==> src/rtl/btn_pkg.sv <==
// Shared types for the button conditioning path: debounce FSM state encoding
// and the stability-counter width helper.
package btn_pkg;

  typedef enum logic [1:0] {
    RELEASED     = 2'd0,
    PRESS_WAIT   = 2'd1,
    PRESSED      = 2'd2,
    RELEASE_WAIT = 2'd3
  } btn_state_e;

  // Bits needed to hold 0..max_count inclusive; never less than one bit.
  function automatic int cnt_width(input int max_count);
    return (max_count < 2) ? 1 : $clog2(max_count + 1);
  endfunction

endpackage

==> src/rtl/sync_ff.sv <==
// Generic N-stage, WIDTH-bit synchronizer with a parameterized reset value,
// shared by every asynchronous board input.
module sync_ff #(
  parameter int               STAGES    = 2,
  parameter int               WIDTH     = 1,
  parameter logic [WIDTH-1:0] RESET_VAL = '0
) (
  input  logic             clock,
  input  logic             reset,
  input  logic [WIDTH-1:0] d,
  output logic [WIDTH-1:0] q
);

  logic [WIDTH-1:0] chain [STAGES];

  always_ff @(posedge clock) begin
    if (reset) begin
      for (int i = 0; i < STAGES; i++) chain[i] <= RESET_VAL;
    end else begin
      chain[0] <= d;
      for (int i = 1; i < STAGES; i++) chain[i] <= chain[i-1];
    end
  end

  assign q = chain[STAGES-1];

endmodule

==> src/rtl/btn_debounce.sv <==
// User-button conditioner: synchronizer, debounce FSM, level plus press/release
// pulses. Define BTN_DEBOUNCE_LONGPRESS_EN to enable the long-press pulse.
module btn_debounce
  import btn_pkg::*;
#(
  parameter int SYNC_STAGES     = 2,
  parameter int DEBOUNCE_CYCLES = 250000,
  parameter bit BTN_ACTIVE_LOW  = 1'b1,
  parameter int LONG_CYCLES     = 12500000
) (
  input  logic       clock,
  input  logic       reset,
  input  logic       btn_i,
  output logic       level_o,
  output logic       press_o,
  output logic       release_o,
  output logic       long_o,
  output btn_state_e dbg_state
);

`ifdef BTN_DEBOUNCE_LONGPRESS_EN
  localparam int  CNT_MAX   = LONG_CYCLES;
  localparam bit  PARAMS_OK = (SYNC_STAGES >= 2) && (DEBOUNCE_CYCLES >= 2) &&
                              (LONG_CYCLES > DEBOUNCE_CYCLES);
`else
  localparam int  CNT_MAX   = DEBOUNCE_CYCLES;
  localparam bit  PARAMS_OK = (SYNC_STAGES >= 2) && (DEBOUNCE_CYCLES >= 2);
`endif
  localparam int            CW       = cnt_width(CNT_MAX);
  localparam logic [CW-1:0] DEB_LAST = CW'(DEBOUNCE_CYCLES - 1);

  if (!PARAMS_OK) begin : g_bad_params
    $error("btn_debounce: bad parameters SYNC_STAGES=%0d DEBOUNCE_CYCLES=%0d LONG_CYCLES=%0d",
           SYNC_STAGES, DEBOUNCE_CYCLES, LONG_CYCLES);
  end

  logic       btn_sync;
  logic       s;
  btn_state_e state, state_nxt;
  logic [CW-1:0] cnt, cnt_nxt;
  logic       press_nxt, release_nxt;

  // Flops reset to the idle pad level so leaving reset never looks like a press.
  sync_ff #(
    .STAGES   (SYNC_STAGES),
    .WIDTH    (1),
    .RESET_VAL(BTN_ACTIVE_LOW ? 1'b1 : 1'b0)
  ) u_sync (
    .clock(clock),
    .reset(reset),
    .d    (btn_i),
    .q    (btn_sync)
  );

  assign s = BTN_ACTIVE_LOW ? ~btn_sync : btn_sync;

  always_comb begin
    state_nxt   = state;
    cnt_nxt     = cnt;
    press_nxt   = 1'b0;
    release_nxt = 1'b0;
    case (state)
      RELEASED: begin
        if (s) begin
          state_nxt = PRESS_WAIT;
          cnt_nxt   = '0;
        end
      end
      PRESS_WAIT: begin
        if (!s) begin
          state_nxt = RELEASED;
          cnt_nxt   = '0;
        end else if (cnt == DEB_LAST) begin
          state_nxt = PRESSED;
          cnt_nxt   = '0;
          press_nxt = 1'b1;
        end else begin
          cnt_nxt = cnt + 1'b1;
        end
      end
      PRESSED: begin
        if (!s) begin
          state_nxt = RELEASE_WAIT;
          cnt_nxt   = '0;
        end
`ifdef BTN_DEBOUNCE_LONGPRESS_EN
        else if (cnt != '1) begin
          cnt_nxt = cnt + 1'b1;
        end
`endif
      end
      RELEASE_WAIT: begin
        // Re-entry to PRESSED is silent and restarts the hold timing.
        if (s) begin
          state_nxt = PRESSED;
          cnt_nxt   = '0;
        end else if (cnt == DEB_LAST) begin
          state_nxt   = RELEASED;
          cnt_nxt     = '0;
          release_nxt = 1'b1;
        end else begin
          cnt_nxt = cnt + 1'b1;
        end
      end
      default: begin
        state_nxt = RELEASED;
        cnt_nxt   = '0;
      end
    endcase
  end

  always_ff @(posedge clock) begin
    if (reset) begin
      state     <= RELEASED;
      cnt       <= '0;
      level_o   <= 1'b0;
      press_o   <= 1'b0;
      release_o <= 1'b0;
    end else begin
      state     <= state_nxt;
      cnt       <= cnt_nxt;
      level_o   <= (state_nxt == PRESSED) || (state_nxt == RELEASE_WAIT);
      press_o   <= press_nxt;
      release_o <= release_nxt;
    end
  end

`ifdef BTN_DEBOUNCE_LONGPRESS_EN
  localparam logic [CW-1:0] LONG_LAST = CW'(LONG_CYCLES - 1);

  logic long_nxt;
  logic long_done;

  // long_done blocks a second pulse until the button is fully released.
  assign long_nxt = (state_nxt == PRESSED) && (state == PRESSED) &&
                    (cnt_nxt == LONG_LAST) && !long_done;

  always_ff @(posedge clock) begin
    if (reset) begin
      long_o    <= 1'b0;
      long_done <= 1'b0;
    end else begin
      long_o <= long_nxt;
      if (state_nxt == RELEASED) long_done <= 1'b0;
      else if (long_nxt)         long_done <= 1'b1;
    end
  end
`else
  assign long_o = 1'b0;
`endif

  assign dbg_state = state;

endmodule

==> config.mk <==
export PLATFORM = sky130hd
export DESIGN_NAME = btn_debounce
export DESIGN_NICKNAME = d
export VERILOG_FILES = /design/src/rtl/btn_pkg.sv /design/src/rtl/sync_ff.sv /design/src/rtl/btn_debounce.sv
export SDC_FILE = /design/constraint.sdc
export NUM_CORES = 1
export LEC_CHECK = 0
export ABC_AREA = 1
export CAP_MARGIN = 20
export CORE_MARGIN = 2
export CORE_UTILIZATION = 30
export CTS_BUF_LIST = sky130_fd_sc_hd__clkbuf_8
export CTS_CLUSTER_SIZE = 40
export DETAILED_ROUTE_END_ITERATION = 10
export PLACE_DENSITY = 0.57
export SYNTH_ARGS = -nofsm -noshare
export SYNTH_HDL_FRONTEND = slang
export SYNTH_HIERARCHICAL = 1
export SYNTH_SLANG_ARGS = --single-unit
==> constraint.sdc <==
create_clock -name clock -period 1.6 [get_ports clock]
set_input_delay 0.24 -clock clock [delete_from_list [all_inputs] [get_ports clock]]
set_output_delay 0.24 -clock clock [all_outputs]
set_load 0.01 [all_outputs]
==> After elaboration in Yosys (flattened, before gate mapping) <==
Memory sizes are Yosys's and may differ from the RTL's.
Cells that the tools add are included.
Widths: inputs -> output; s select.
{ "totals": {"ramBits": 2, "register_bits": 23, "elab_cells": 44, "inputBits": 3, "n_memories": 1} }
{ "memory_table": {"columns": ["name", "depth", "word_bits", "read_ports", "rd_clocked_by_memory_dff", "write_ports", "line", "text"], "rows": [
  ["u_sync.chain", 2, 1, 2, 0, 2, "sync_ff.sv:14", "logic [WIDTH-1:0] chain [STAGES];"]
]} }
{ "op_classes": {"mux": 19, "reduce_logical": 5, "bitwise_logic": 5, "eq_ne": 8, "n_addsub": 1} }
{ "ops": {"columns": ["cell", "count"], "rows": [
  ["$mux 18", 5],
  ["$pmux 18 s4", 1],
  ["$add 18x1->18 const B", 1],
  ["$eq 18x18->1 const B", 1],
  ["$mux 2", 6],
  ["$eq 2x2->1 const B", 4],
  ["$pmux 2 s4", 1],
  ["$mux 1", 6],
  ["$reduce_or 3->1", 2],
  ["$ne 2x2->1 const B", 2],
  ["$not 1->1", 3],
  ["$eq 2x1->1 const B", 1],
  ["$logic_not 2->1", 1],
  ["$or 1x1->1", 2],
  ["$reduce_and 2->1", 1],
  ["$logic_or 1x1->1", 1]
]} }

==> Longest topological paths before layout <==
Gate-level depths: netlist (run 1).
{ "logic_depth": {"depth_word": 6, "mapped_depth": 9} }

==> Modules after synthesis <==
The synthesis (run 1) kept the hierarchy.
{ "modules_own_cells": {"columns": ["mod", "n_inst", "area_each_um2", "cells_each"], "rows": [
  ["btn_debounce", 1, 1333.8, 187],
  ["sync_ff", 1, 58.8, 7]
]} }

==> Worst setup path before layout (run 1) <==
No wires, ideal clock.
{ "synth_timing": {"kind": "register -> register", "from": "reg cnt[0]", "to": "reg cnt[5]", "t_required_ps": 1483, "path_slack_ps": 216, "period_less_slack_ps": 1384, "arrival_time_ps": 1267, "setup_ps": 117, "path_buffers": 1, "path_stages_with_launch": 10, "cell_sequence": "dfxtp_1 > ha_1 > nand2_1 > nor2_4 > nand3_2 > nand2_2 > nand2_4 > nand2_4 > buf_8 > nor2_2"} }
{ "synth_via": {"elab_chain_len": 4, "elab_cells_between_ends": 6} }
{ "synth_rtl": {"columns": ["item", "line", "text"], "rows": [
  ["start, declared", "btn_debounce.sv:40", "logic [CW-1:0] cnt, cnt_nxt;"],
  ["start signal, assigned", "btn_debounce.sv:121", "cnt <= cnt_nxt;"],
  ["$add 18x1->18 or $eq 18x18->1 (tied branches)", null, null],
  ["$mux 18 (*)", "btn_debounce.sv:73, btn_debounce.sv:97", null],
  ["$mux 18, on equally long branches", "btn_debounce.sv:94, btn_debounce.sv:70", null],
  ["$pmux 18 s4 (*)", "btn_debounce.sv:62", "case (state)"]
]} }
Every way passes the cells marked *; elsewhere a longest branch is shown, timed or not.
A chain may end at the register's enable or synchronous reset.

==> Worst setup path after layout (run 1) <==
{ "layout_timing": {"from": "reg state[0], in the netlist dbg_state[0]", "to": "out dbg_state[0]"} }
{ "layout_lines": {"columns": ["item", "line", "text"], "rows": [
  ["start, declared", "btn_debounce.sv:39", "btn_state_e state, state_nxt;"],
  ["start signal, assigned", "btn_debounce.sv:120", "state <= state_nxt;"],
  ["end, declared", "btn_debounce.sv:18", "output btn_state_e dbg_state"]
]} }
No word-level cell between the ends.

==> flow_summary.ini, run 1 <==
[drt]
antenna_left = 0
drtPass1Iterations = 4
wire_per_inst_microns = 10.2
routed_wl_microns = 2610
drtIter0Drc = 62
vias = 1145
drc = 0
viasPerCell = 4.46

[cells_and_area]
antenna_cells = 0
synthToLayoutAreaGrowth_pct = 12.8
final_common_cell = nand2_1
nFillCells = 463
nets = 210
layout_common_cells = nand2_1 (37), inv_1 (27), nor2_1 (26), dfxtp_1 (25), nand3_1 (19)
fin_area_sq_um = 1570
drive_gt1_share_pct = 19.5

[synth]
ys_seq_elements = 25
syn-mean-instance-area_sq_um = 7.18
synth_area_sq_um = 1390
synth_nets = 198
synth_ff_type = dfxtp_1
ys_seq_area_share_pct = 35.9
synth_top_area_share_pct = 35.9
ys_warn_count = 6
synthArstFlopShare_pct = 0
ys_types = 25
synth_edf_count = 0
synth.area.top_cells = dfxtp_1 (36%), nand2_1 (10%), inv_1 (7.3%)
syn_inst = 194
yosysTopAreaCell = dfxtp_1

[die]
fp-row-count = 24
core_sq_um = 4410
start_util_pct = 31.5
die_h_microns = 72.1
die_x_microns = 72.1
top_level_ports = 9
fp.dieArea_sq_um = 5200

[global_routing]
grt_pass1_wl_microns = 4610
grt_max_degree = 15
track_usage_pct = 11.0
grt-ovfl-total = 0
antenna_found_initial = 0
first_global_vias = 1086

[critical_path]
crit_buf_inv = 2
r2r_cells = 7
cp-start-kind = flip-flop
cp-end-kind = output port
cp.required_ns = 1.36
crit_cells = 2
path_cells = buf_4 > clkdlybuf4s50_1
cp_slowest_cell = clkdlybuf4s50_1
critPathTopFamily = buffers and inverters
crit_path_max_incr_delay_ns = 0.53
path_class = flip-flop to output port
worst-path-max-fanout = 4
crit_arrival_ns = 1.29

[sta]
fin_crit_ns = 1.53
hold_slack_ns = 0.417
worst_clock_skew_ns = 0.00257
fin_crit_sh_pct = 95.5
tns_ns = 0
hold_violations = 0
rsz0062_at_grt = false
setup_viol = 0
slew_viol_final = 0
fmax_mhz = 654

[clock_tree]
hold_buffers = 0
ctsResizeCount = 0
numCtsBuffers = 3
cts_num_sinks = 25
cts_tree = yes
cts-root-buf = clkbuf_8
post_cts_buffers = 0
htree_levels = 1
clk_latency_ns = 0.27
clock_path_buffers = 2
clk_pin_slew_ns = 0.09

[place]
dpl_cell_area_sq_um = 1520
post-dp-hpwl_microns = 2040
place.gp.congestion = 0.813
port_buffers = 7

[hold_path]
min_path_type = flip-flop to flip-flop
holdPathStages = 2

[pwr]
p_clk_share_pct = 35.5
ir_worst_vdd_v = 0.000486
p_seq_share_pct = 59.2
p_comb_share_pct = 5.3
internal_power_mw = 0.817
leakage_nw = 0.597
p_sw_mw = 0.242
p_per_area_nw_per_um2 = 674
sw_frac_of_total_pct = 22.8

[run]
drv_cap = 0

[run_status]
status = finished, final reports clean
==> routing by layer <==
layer	up-vias	track usage, %	share of wire (%)
met1	497	14.8	53
met5	-	0	0
met3	4	3.33	4.1
li1	621	-	-
met4	0	2.52	1.0
met2	23	17.5	42
==> cell families (layout without fill, tap and decap cells) <==
logic type	after synthesis	in the layout	synth area share, %
buf+inv	33	44	10.5
fa+ha+maj	1	1	0.898
flops	25	25	35.9
xor+xnor	8	8	5.03
simple gates	121	121	45.5
compound gates	5	5	1.89
other cells	1	1	0.269
==> flip-flops by register name, indices dropped and copies added (netlist names) <==
register and count:
cnt 18, dbg_state 2, u_sync/chain 2, level_o 1
press_o 1, release_o 1
==> power by group through the flow <==
| stage | clock, mW | combinational (mW) | sequential (mW) |
|---|---|---|---|
| global placement | 0 | 0.0537 | 0.641 |
| floorplan | 0 | 0.0447 | 0.642 |
| global route | 0.419 | 0.0619 | 0.627 |
| CTS | 0.396 | 0.0543 | 0.627 |
| finish | 0.376 | 0.0563 | 0.627 |
| detailed placement | 0 | 0.0540 | 0.641 |
==> path summary, 6_finish.rpt <==
kind / slack [ns] / start / end
min: 0.42 / u_sync/chain[0][0]$_SDFF_PP1_ / u_sync/chain[0][1]$_SDFF_PP1_
min reg2reg: 0.42 / u_sync/chain[0][0]$_SDFF_PP1_ / u_sync/chain[0][1]$_SDFF_PP1_
max reg2reg: 0.18 / cnt[1]$_SDFFE_PP0P_ / cnt[6]$_SDFFE_PP0P_
max: 0.07 / dbg_state[0]$_SDFF_PP0_ / dbg_state[0]
==> per-stage QoR <==
step                      std cells  util, %  power (mW)  worst slack, ns
final                           257     35.6        1.06           0.0715
after global routing            257     35.6        1.11          0.00318
after CTS                       257     35.4        1.08           0.0577
after detailed placement        253     34.4       0.695            0.127
after global placement          253     34.4       0.695            0.186
after floorplan                 194        -       0.687            0.216
==> layout make-up <==
type | count | area (sq um) | area share (%)
clock inverter | 1 | 5.00 | 0.318
tap | 52 | 65.1 | 4.14
multi-input combinational | 136 | 754 | 48.0
inverter | 30 | 113 | 7.17
clock buffer | 3 | 41.3 | 2.63
timing repair buffer | 10 | 92.6 | 5.89
sequential | 25 | 500 | 31.8
==> Yosys cell counts, types with 3 or more instances <==
master   instances
nand2_1         37
nand2_2          4
inv_2            3
nor2_2          14
nand3_1         19
nand4_1          7
inv_1           27
xor2_1           6
nor2_4           5
dfxtp_1         25
nor2_1          26
nand3_2          3
==> worst register-to-register path, cell delays in order, from the launching register on <==
cell	delay [ns]
dfxtp_1	0.36
ha_1	0.19
nand2_1	0.09
nor2_4	0.17
nand2_1	0.11
nor2_1	0.16
xor2_1	0.19
nor2_2	0.05
No activity file was read; power rests on OpenSTA's default activity.
==> run 2, diff against run 1 <==
Settings changed: CORE_ASPECT_RATIO set to 0.5, SKIP_LAST_GASP set to 1.
==> run 2 against run 1 <==
Net effect: first-iteration DRC count grew 1.6%; sequential share of layout area shrank 0.10 points; register-to-register slack is essentially flat; largest cell class unchanged; largest power group unchanged.
==> flow_summary.ini, run 2 (same netlist as run 1, synthesis figures left out) <==
[critical_path]
crit_buf_inv = 2
crit_path_max_incr_delay_ns = 0.53
path_class = flip-flop to output port
worst-path-max-fanout = 4
critPathTopFamily = buffers and inverters
crit_arrival_ns = 1.29
cp-end-kind = output port
cp-start-kind = flip-flop
cp.required_ns = 1.36
cp_slowest_cell = clkdlybuf4s50_1
path_cells = buf_4 > clkdlybuf4s50_1

[cells_and_area]
final_common_cell = nand2_1
drive_gt1_share_pct = 19.0
largest_reg_flops = 18
regMostFlops = cnt
layout_common_cells = nand2_1 (37), inv_1 (28), nor2_1 (26), dfxtp_1 (25), nand3_1 (19)
stdcell_count = 262
nets = 210
synthToLayoutAreaGrowth_pct = 13.2
antenna_cells = 0

[die]
top_level_ports = 9
core_sq_um = 4420
fp-row-count = 17
fp.dieArea_sq_um = 5240
die_h_microns = 52.2
start_util_pct = 31.5
die_x_microns = 100

[pwr]
leakage_nw = 0.599
p_per_area_nw_per_um2 = 672
ir_worst_vdd_v = 0.000368
total_power_mw = 1.06

[clock_tree]
cts-root-buf = clkbuf_8
htree_levels = 1
clk_pin_slew_ns = 0.08
numCtsBuffers = 3
clock_path_buffers = 2
hold_buffers = 0
cts_tree = yes
post_cts_buffers = 0
ctsResizeCount = 0
cts_num_sinks = 25
clk_latency_ns = 0.27

[drt]
antenna_left = 0
vias = 1162
viasPerCell = 4.44
wire_per_inst_microns = 10.4
drtPass1Iterations = 5
routed_wl_microns = 2730
drtIter0Drc = 63
drc = 0

[sta]
hold_violations = 0
tns_ns = 0
fmax_mhz = 655
worst_clock_skew_ns = 0.00527
setup_viol = 0
fin_crit_ns = 1.53
fin_crit_sh_pct = 95.4
rsz0062_at_grt = false
slew_viol_final = 0

[place]
place.gp.congestion = 0.916
dp_cells = 258
post-dp-hpwl_microns = 2100
port_buffers = 7

[global_routing]
grt_pass1_wl_microns = 4790
antenna_found_initial = 0
grt-ovfl-total = 0
track_usage_pct = 11.6
first_global_vias = 1137
grt_max_degree = 15

[run]
drv_cap = 0

[run_status]
status = finished, final reports clean

[hold_path]
min_path_type = flip-flop to flip-flop
run 2: area by class of cell:
class	instances	area, sq um
fillers	460	2850
multi-input cells	136	754
flip-flops and latches	25	500
inverters	30	113
repair buffers	10	92.6
well taps	57	71.3
clock buffers	3	41.3
clock inverters	1	3.75
run 2: final timing paths:
| check | slack (ns) | to | depth (start not counted) | start |
|---|---|---|---|---|
| max | 0.07 | dbg_state[0] | 2 | dbg_state[0]$_SDFF_PP0_ |
| min | 0.42 | u_sync/chain[0][1]$_SDFF_PP1_ | 2 | u_sync/chain[0][0]$_SDFF_PP1_ |
| max reg2reg | 0.17 | cnt[6]$_SDFFE_PP0P_ | 7 | cnt[1]$_SDFFE_PP0P_ |
| min reg2reg | 0.42 | u_sync/chain[0][1]$_SDFF_PP1_ | 2 | u_sync/chain[0][0]$_SDFF_PP1_ |
run 2: power by group:
group	internal (mW)	total (mW)	switching (mW)
Clock	0.172	0.376	0.204
Combinational	0.0185	0.0566	0.0381
Sequential	0.625	0.627	0.00185
Total	0.815	1.06	0.244
run 2: metrics by stage:
stage          setup WS (ns)  area [sq um]  hold WS, ns  util, %
2_1_floorplan          0.216          1390        0.309        -
4_1_cts               0.0643          1570        0.422     35.4
6_report              0.0730          1580        0.418     35.6
5_1_grt               0.0106          1580        0.475     35.6
3_5_place_dp           0.101          1520        0.399     34.4
3_3_place_gp           0.188          1520        0.395     34.4
run 2: per-layer routing:
layer	GRT usage (%)	vias to the layer above	part of all wire [%]
li1	-	620	-
met1	14.4	514	51
met2	20.1	24	45
met3	3.07	4	3.8
met4	3.65	0	1.1
met5	0	-	0
run 2: tightest hold or removal path, cell delays in order, from the launching register on:
cell and delay [ns]:
dfxtp_1 0.31, inv_1 0.03, nand2_1 0.05
